## config.mk

```make
export PLATFORM = sky130hd
export DESIGN_NAME = switch_debouncer_flat
export DESIGN_NICKNAME = d
export VERILOG_FILES = /design/src/rtl/switch_debouncer_if.sv /design/src/rtl/switch_debouncer.sv /design/src/flat_wrapper.sv
export SDC_FILE = /design/constraint.sdc
export NUM_CORES = 1
export LEC_CHECK = 0
export CAP_MARGIN = 20
export CORE_MARGIN = 3
export CORE_UTILIZATION = 30
export CTS_BUF_LIST = sky130_fd_sc_hd__clkbuf_8
export DETAILED_ROUTE_END_ITERATION = 8
export GPL_TIMING_DRIVEN = 1
export PLACE_DENSITY_LB_ADDON = 0.2
export SLEW_MARGIN = 20
export SYNTH_ARGS = -nofsm -noshare
export SYNTH_HDL_FRONTEND = slang
export SYNTH_SLANG_ARGS = --single-unit
```

## constraint.sdc

```tcl
create_clock -name Clock -period 6.05 [get_ports Clock]
set_clock_uncertainty 0.05 [all_clocks]
set_input_delay 0.605 -clock Clock [delete_from_list [all_inputs] [get_ports Clock]]
set_output_delay 0.605 -clock Clock [all_outputs]
set_load 0.02 [all_outputs]
```

## src/rtl/switch_debouncer_if.sv

```systemverilog
// ============================================================================
// Module      : switch_debouncer_if
// Description : Switch/operand bundle between the raw switch lines, the
//               debouncer and the adder. Optional change_count port present
//               when SW_CHANGE_COUNT_EN is defined.
// Revision    : 1.0 - initial release
// ============================================================================
`default_nettype none

interface switch_debouncer_if;
  logic [3:0] A_raw;
  logic [3:0] B_raw;
  logic [3:0] A_out;
  logic [3:0] B_out;
  logic       changed;
  logic       stable;
`ifdef SW_CHANGE_COUNT_EN
  logic [7:0] change_count;

  modport master (
    output A_raw, B_raw,
    input  A_out, B_out, changed, stable, change_count
  );
  modport slave (
    input  A_raw, B_raw,
    output A_out, B_out, changed, stable, change_count
  );
`else
  modport master (
    output A_raw, B_raw,
    input  A_out, B_out, changed, stable
  );
  modport slave (
    input  A_raw, B_raw,
    output A_out, B_out, changed, stable
  );
`endif
endinterface

`default_nettype wire

```

## src/rtl/switch_debouncer.sv

```systemverilog
// ============================================================================
// Module      : switch_debouncer
// Description : Two-flop synchroniser plus per-bit counting debouncer for the
//               8 operand switches, with a one-cycle change strobe.
//               Optional macro SW_CHANGE_COUNT_EN adds an 8-bit change counter.
// Revision    : 1.0 - initial release
// ============================================================================
`default_nettype none

module switch_debouncer #(
  parameter int DEBOUNCE_CYCLES = 100000,
  parameter int CNT_W           = 17
) (
  input  wire logic          Clock,
  input  wire logic          Reset,
  switch_debouncer_if.slave  sw
);

  localparam logic [CNT_W-1:0] C_LIMIT = CNT_W'(DEBOUNCE_CYCLES - 1);

  logic [7:0] raw_w;
  logic [7:0] s1_q;
  logic [7:0] s2_q;
  logic [7:0] out_w;
  logic [7:0] upd_w;
  logic [7:0] pend_w;
  logic       changed_q;

  assign raw_w = {sw.B_raw, sw.A_raw};

  always_ff @(posedge Clock or posedge Reset) begin
    if (Reset) begin
      s1_q <= '0;
      s2_q <= '0;
    end else begin
      s1_q <= raw_w;
      s2_q <= s1_q;
    end
  end

  for (genvar i = 0; i < 8; i++) begin : g_bit
    logic [CNT_W-1:0] cnt_q;
    logic [CNT_W-1:0] cnt_d;
    logic             out_q;
    logic             out_d;
    logic             mis_w;

    assign mis_w = (s2_q[i] != out_q);

    always_comb begin
      cnt_d = cnt_q;
      out_d = out_q;
      if (!mis_w) begin
        cnt_d = '0;
      end else if (cnt_q == C_LIMIT) begin
        // Limit reached: accept the new level and restart from zero.
        out_d = s2_q[i];
        cnt_d = '0;
      end else begin
        cnt_d = cnt_q + 1'b1;
      end
    end

    always_ff @(posedge Clock or posedge Reset) begin
      if (Reset) begin
        cnt_q <= '0;
        out_q <= 1'b0;
      end else begin
        cnt_q <= cnt_d;
        out_q <= out_d;
      end
    end

    assign upd_w[i]  = mis_w && (cnt_q == C_LIMIT);
    assign pend_w[i] = mis_w || (cnt_q != '0);
    assign out_w[i]  = out_q;
  end

  always_ff @(posedge Clock or posedge Reset) begin
    if (Reset) begin
      changed_q <= 1'b0;
    end else begin
      changed_q <= |upd_w;
    end
  end

`ifdef SW_CHANGE_COUNT_EN
  logic [7:0] change_count_q;

  always_ff @(posedge Clock or posedge Reset) begin
    if (Reset) begin
      change_count_q <= '0;
    end else if (changed_q) begin
      change_count_q <= change_count_q + 8'd1;
    end
  end

  assign sw.change_count = change_count_q;
`endif

  assign sw.A_out   = out_w[3:0];
  assign sw.B_out   = out_w[7:4];
  assign sw.changed = changed_q;
  assign sw.stable  = ~|pend_w;

endmodule

`default_nettype wire
```

## src/flat_wrapper.sv

```systemverilog
// flat-port wrapper written by rule: the top's interface ports become plain ports
module switch_debouncer_flat 
#(
  parameter int DEBOUNCE_CYCLES = 100000,
  parameter int CNT_W           = 17
)
  (Clock, Reset, sw_A_raw, sw_B_raw, sw_A_out, sw_B_out, sw_changed, sw_stable);
  switch_debouncer_if sw_i ();
  input  wire logic Clock;
  input  wire logic Reset;
  input wire logic [$bits(sw_i.A_raw)-1:0] sw_A_raw;
  input wire logic [$bits(sw_i.B_raw)-1:0] sw_B_raw;
  output wire logic [$bits(sw_i.A_out)-1:0] sw_A_out;
  output wire logic [$bits(sw_i.B_out)-1:0] sw_B_out;
  output wire logic [$bits(sw_i.changed)-1:0] sw_changed;
  output wire logic [$bits(sw_i.stable)-1:0] sw_stable;
  assign sw_i.A_raw = sw_A_raw;
  assign sw_i.B_raw = sw_B_raw;
  assign sw_A_out = sw_i.A_out;
  assign sw_B_out = sw_i.B_out;
  assign sw_changed = sw_i.changed;
  assign sw_stable = sw_i.stable;
  switch_debouncer #(.DEBOUNCE_CYCLES(DEBOUNCE_CYCLES), .CNT_W(CNT_W)) u_core (.Clock(Clock), .Reset(Reset), .sw(sw_i));
endmodule
```

## Word-level counts from Yosys, hierarchy flattened

Index checks and enable logic that the tools add are counted.
W data, S select, Z words.

| storage, ports and cells | value |
|---|---|
| output and inout bits | 10 |
| word-level logic and storage cells | 94 |
| register bits | 161 |
| input bits | 10 |

| operators by class | value |
|---|---|
| reductions and logical operators | 35 |
| add/subtract/negate cells | 8 |
| equality and inequality tests | 16 |
| mux-type cells | 16 |

Operators with widths:

| operator | count |
|---|---|
| $mux W17 | 16 |
| $add A17 B1 Y17 const B | 8 |
| $eq A17 B17 Y1 const B | 8 |
| $reduce_bool A17 Y1 | 8 |
| $reduce_and A2 Y1 | 8 |
| $reduce_or A8 Y1 | 2 |
| $logic_and A1 B1 Y1 | 8 |
| $logic_or A1 B1 Y1 | 8 |
| $ne A1 B1 Y1 | 8 |
| $logic_not A1 Y1 | 1 |

## Depth between registers and ports, before layout

| depth | value |
|---|---|
| depth in word-level cells | 4 |
| gate-level depth with buffers | 8 |
| depth with buffers taken out | 6 |

## Worst setup path after synthesis

OpenSTA, ideal clock, no wires.

| timing path | value |
|---|---|
| path type | flip-flop to output port |
| from | register u_core.g_bit[3].cnt_q[11] |
| to | output port sw_stable |
| cell stages (with the launch flop) | 4 |
| path buffers | 0 |
| setup slack | 3.441 ns |
| data required time | 5.395 ns |
| data arrival time | 1.954 ns |
| cell sequence | dfrtp_1 or4_1 or4_1 nor4_2 |

| between the ends | value |
|---|---|
| cells in the longest elaborated chain, start to end | 4 |

RTL lines:

| what | line | source |
|---|---|---|
| start: declaration | switch_debouncer.sv:42 | `logic [CNT_W-1:0] cnt_q;` |
| start signal: assignment | switch_debouncer.sv:69 | `cnt_q <= cnt_d;` |
| $reduce_bool A17 Y1 | switch_debouncer.sv:75 | `assign pend_w[i] = mis_w \|\| (cnt_q != '0);` |
| $logic_or A1 B1 Y1 | switch_debouncer.sv:75 |  |
| $reduce_or A8 Y1 | switch_debouncer.sv:104 | `assign sw.stable = ~\|pend_w;` |
| $logic_not A1 Y1 | switch_debouncer.sv:104 |  |
| end: declaration | flat_wrapper.sv:16 | `output wire logic [$bits(sw_i.stable)-1:0] sw_stable;` |

Every way passes these cells.

## Final worst setup path

| timing path | value |
|---|---|
| from | register u_core.g_bit[1].cnt_q[11] |
| to | output port sw_stable |

| between the ends | value |
|---|---|
| cells in the longest elaborated chain, start to end | 4 |

RTL lines:

| what | line |
|---|---|
| start: declaration | switch_debouncer.sv:42 |
| start signal: assignment | switch_debouncer.sv:69 |
| $reduce_bool A17 Y1 | switch_debouncer.sv:75 |
| $logic_or A1 B1 Y1 | switch_debouncer.sv:75 |
| $reduce_or A8 Y1 | switch_debouncer.sv:104 |
| $logic_not A1 Y1 | switch_debouncer.sv:104 |

Every way passes these cells.

==> results.sh <==
export IMPL_setup_violations=0
export IMPL_crit_arrival_ps=3320
export IMPL_async_reset_ff_frac=1.000
export IMPL_grt_overflow=0
export IMPL_crit_type="reg2out"
export IMPL_maxCapViolCount=0
export IMPL_max_slew_margin=0.4159
export IMPL_synth_edff_count=0
export IMPL_cellLeakagePower_uw=0.003738
export IMPL_die_w_um=170.0
export IMPL_routedWlPerCell_um=15.71
export IMPL_hold_ws_ps=302.4
export IMPL_antenna_cells=0
export IMPL_antenna_found_initial=0
export IMPL_hold_viol_final=0
export IMPL_placed_area_um2=8457
export IMPL_cts_tree="built"
export IMPL_period_needed_ps=3973
export IMPL_syn_avg_cell_area_um2=10.03
export IMPL_drive_gt1_frac=0.06880
export IMPL_htree_levels=4
export IMPL_yosys_area_top_type="dfrtp_1"
export IMPL_worstMarginPinSlew_ps=876.1
export IMPL_tns_ps=0
export IMPL_startpoint_type="flip-flop"
export IMPL_post_place_cells=1119
export IMPL_port_buffers=19
export IMPL_cts_root_buf="clkbuf_8"
export IMPL_fin_cells=1149
export IMPL_cts_inserted_buffers=17
export IMPL_ios=20
export IMPL_power_uw=2083
export IMPL_synth_cell_type_count=42
export IMPL_dr_pass1_iters=5
export IMPL_antenna_left=0
export IMPL_die_h_um=170.0
export IMPL_grt_pass1_vias=5627
export IMPL_clk_pin_slew_ps=80
export IMPL_drcViolationCount=0
export IMPL_timing_rr_start="u_core.g_bit[4].cnt_q[11]"
export IMPL_rsz0062_at_grt="false"
export IMPL_ctsHoldBuffers=0
export IMPL_cts_buffer_depth=2
export IMPL_cts_sinks=161
export IMPL_wl_mm=18.05
export IMPL_clkLatencyLatePin_ps=450
export IMPL_synth_top_cells_by_count="dfrtp_1 (161), nor2_1 (125), xor2_1 (79), nand4_1 (61), nand3_1 (48)"
export IMPL_grt_use_total=0.1321
export IMPL_r2r_slack_ps=3570
export IMPL_cts_setup_buffers=0
export IMPL_synth_cell_area_um2=8068
export IMPL_hold_path_class="reg2reg"
export IMPL_power_density_nw_per_um2=234.2
export IMPL_synth_top_area_frac=0.4994
export IMPL_via_count=5755
export IMPL_vdd_drop_max_mv=0.1130
export IMPL_yosysSeqAreaShare=0.4994
export IMPL_crit_path_end_kind="primary output"
export IMPL_drt_iter0_markers=376
export IMPL_crit_fanout=5
export IMPL_core_um2=26280
export IMPL_ctsResizeCount=0
export IMPL_grt_max_degree=98
export IMPL_ys_flop_type="dfrtp_1"
export IMPL_yosysMostFrequentCell="dfrtp_1"
export IMPL_die_area_um2=28900
export IMPL_ys_seq_elements=161
export IMPL_finalCritPeriodShare=0.6567
export IMPL_syn_num_nets=830
export IMPL_gp_congestion=0.7676
export IMPL_rows=59
export IMPL_fmax_ghz=0.2517
export IMPL_dp_hpwl_mm=12.66
export IMPL_synthTopCellsByArea="dfrtp_1 (50%), xor2_1 (8.6%), nor2_1 (5.8%)"
export IMPL_startpoint="u_core.g_bit[1].cnt_q[11]"
export IMPL_nets=829
export IMPL_initial_core_util=0.3070
export IMPL_post_drt_via_cell_ratio=5.009
export IMPL_design_area_um2=8892
export IMPL_status="finished, final reports clean"
export IMPL_netlist_instances=804
export IMPL_yosysWarnings=0
export IMPL_grt_pass1_wl_mm=30.50
export IMPL_cp_required_ps=5390
export IMPL_drv_slew=0
export IMPL_hp_start="u_core.s1_q[1]"
export IMPL_syn_to_final_growth_pct=10.22
==> metal layers <==
metal / up-vias / wire [um] / global-route usage
met5: - / 0 / 0
met4: 0 / 220 / 0.03527
met1: 2848 / 9076 / 0.1895
li1: 2814 / - / -
met3: 12 / 701 / 0.03322
met2: 81 / 8053 / 0.1992
==> per-stage QoR <==
| stage | worst slack, ps | util |
|---|---|---|
| 6_report | 2077 | 0.3384 |
| 2_1_floorplan | 1047 | - |
| 3_3_place_gp | 2562 | 0.3218 |
| 5_1_grt | 1979 | 0.3384 |
| 4_1_cts | 2100 | 0.3384 |
| 3_5_place_dp | 2615 | 0.3218 |
==> registers in the layout, indices dropped and copies added, names as in the netlist <==
| name | cells |
|---|---|
| u_core.g_bit.cnt_q | 136 |
| u_core.g_bit.out_q | 8 |
| u_core.s1_q | 8 |
| u_core.s2_q | 8 |
| u_core.sw.changed | 1 |
==> worst max-delay path: stages (launching register included) <==
cell             delay (ps)
dfrtp_1                 420
nor4_1                  570
nand4_1                 230
or4_1                   460
nor4_2                  490
clkdlybuf4s50_1         700
==> cell type report <==
cell class                      instances  area [um^2]
Multi-Input combinational cell        571         3682
Clock buffer                           20        275.3
Inverter                               31        121.4
Timing Repair Buffer                   21        205.2
Fill cell                            2734        17390
Tap cell                              335        419.2
Sequential cell                       161         4029
Clock inverter                         10        160.2
==> logic make-up after synthesis <==
logic type / after synthesis / share of synthesized area
xor+xnor: 114 / 0.1238
compound gates: 41 / 0.02993
mux: 8 / 0.01117
buf+inv: 72 / 0.04420
flops: 161 / 0.4994
fa+ha+maj: 16 / 0.02481
simple gates: 392 / 0.2667
==> layout by cell type, fill, tap and decap left out, types with 2 or more instances in the layout <==
cell type	instances
dfrtp_1	161
clkdlybuf4s50_1	19
or4_1	10
and3_1	8
nor4b_1	5
nor2_1	125
o21ai_0	13
clkbuf_8	20
o31ai_1	2
nand4_1	61
and2_1	7
bufinv_16	4
a22oi_1	2
mux2_2	8
or4b_1	3
nor4_1	29
nand2_1	28
nand4_2	2
inv_1	31
nor3_1	9
xor2_1	79
buf_4	2
o21ai_2	2
a31o_2	3
a21oi_1	17
or2_1	4
and4_1	23
xnor2_1	35
or3_1	19
clkinvlp_4	3
nor4_2	4
ha_1	16
nand3_1	48
==> where the power goes <==
group	internal, uW	leakage (uW)	switching, uW
Clock	477	0.000214	397
Sequential	1090	0.00219	21.2
Combinational	30.7	0.00133	63.2
==> worst paths after layout <==
check | to | cells past startpoint
max | sw_stable | 5
min | u_core.s2_q[1] | 0
max reg2reg | u_core.g_bit[4].cnt_q[9] | 4
min reg2reg | u_core.s2_q[1] | 0
max in group asynchronous | u_core.g_bit[1].cnt_q[9] | 3
min in group asynchronous | u_core.g_bit[6].cnt_q[13] | 2
No activity file was read; power rests on OpenSTA's default activity.
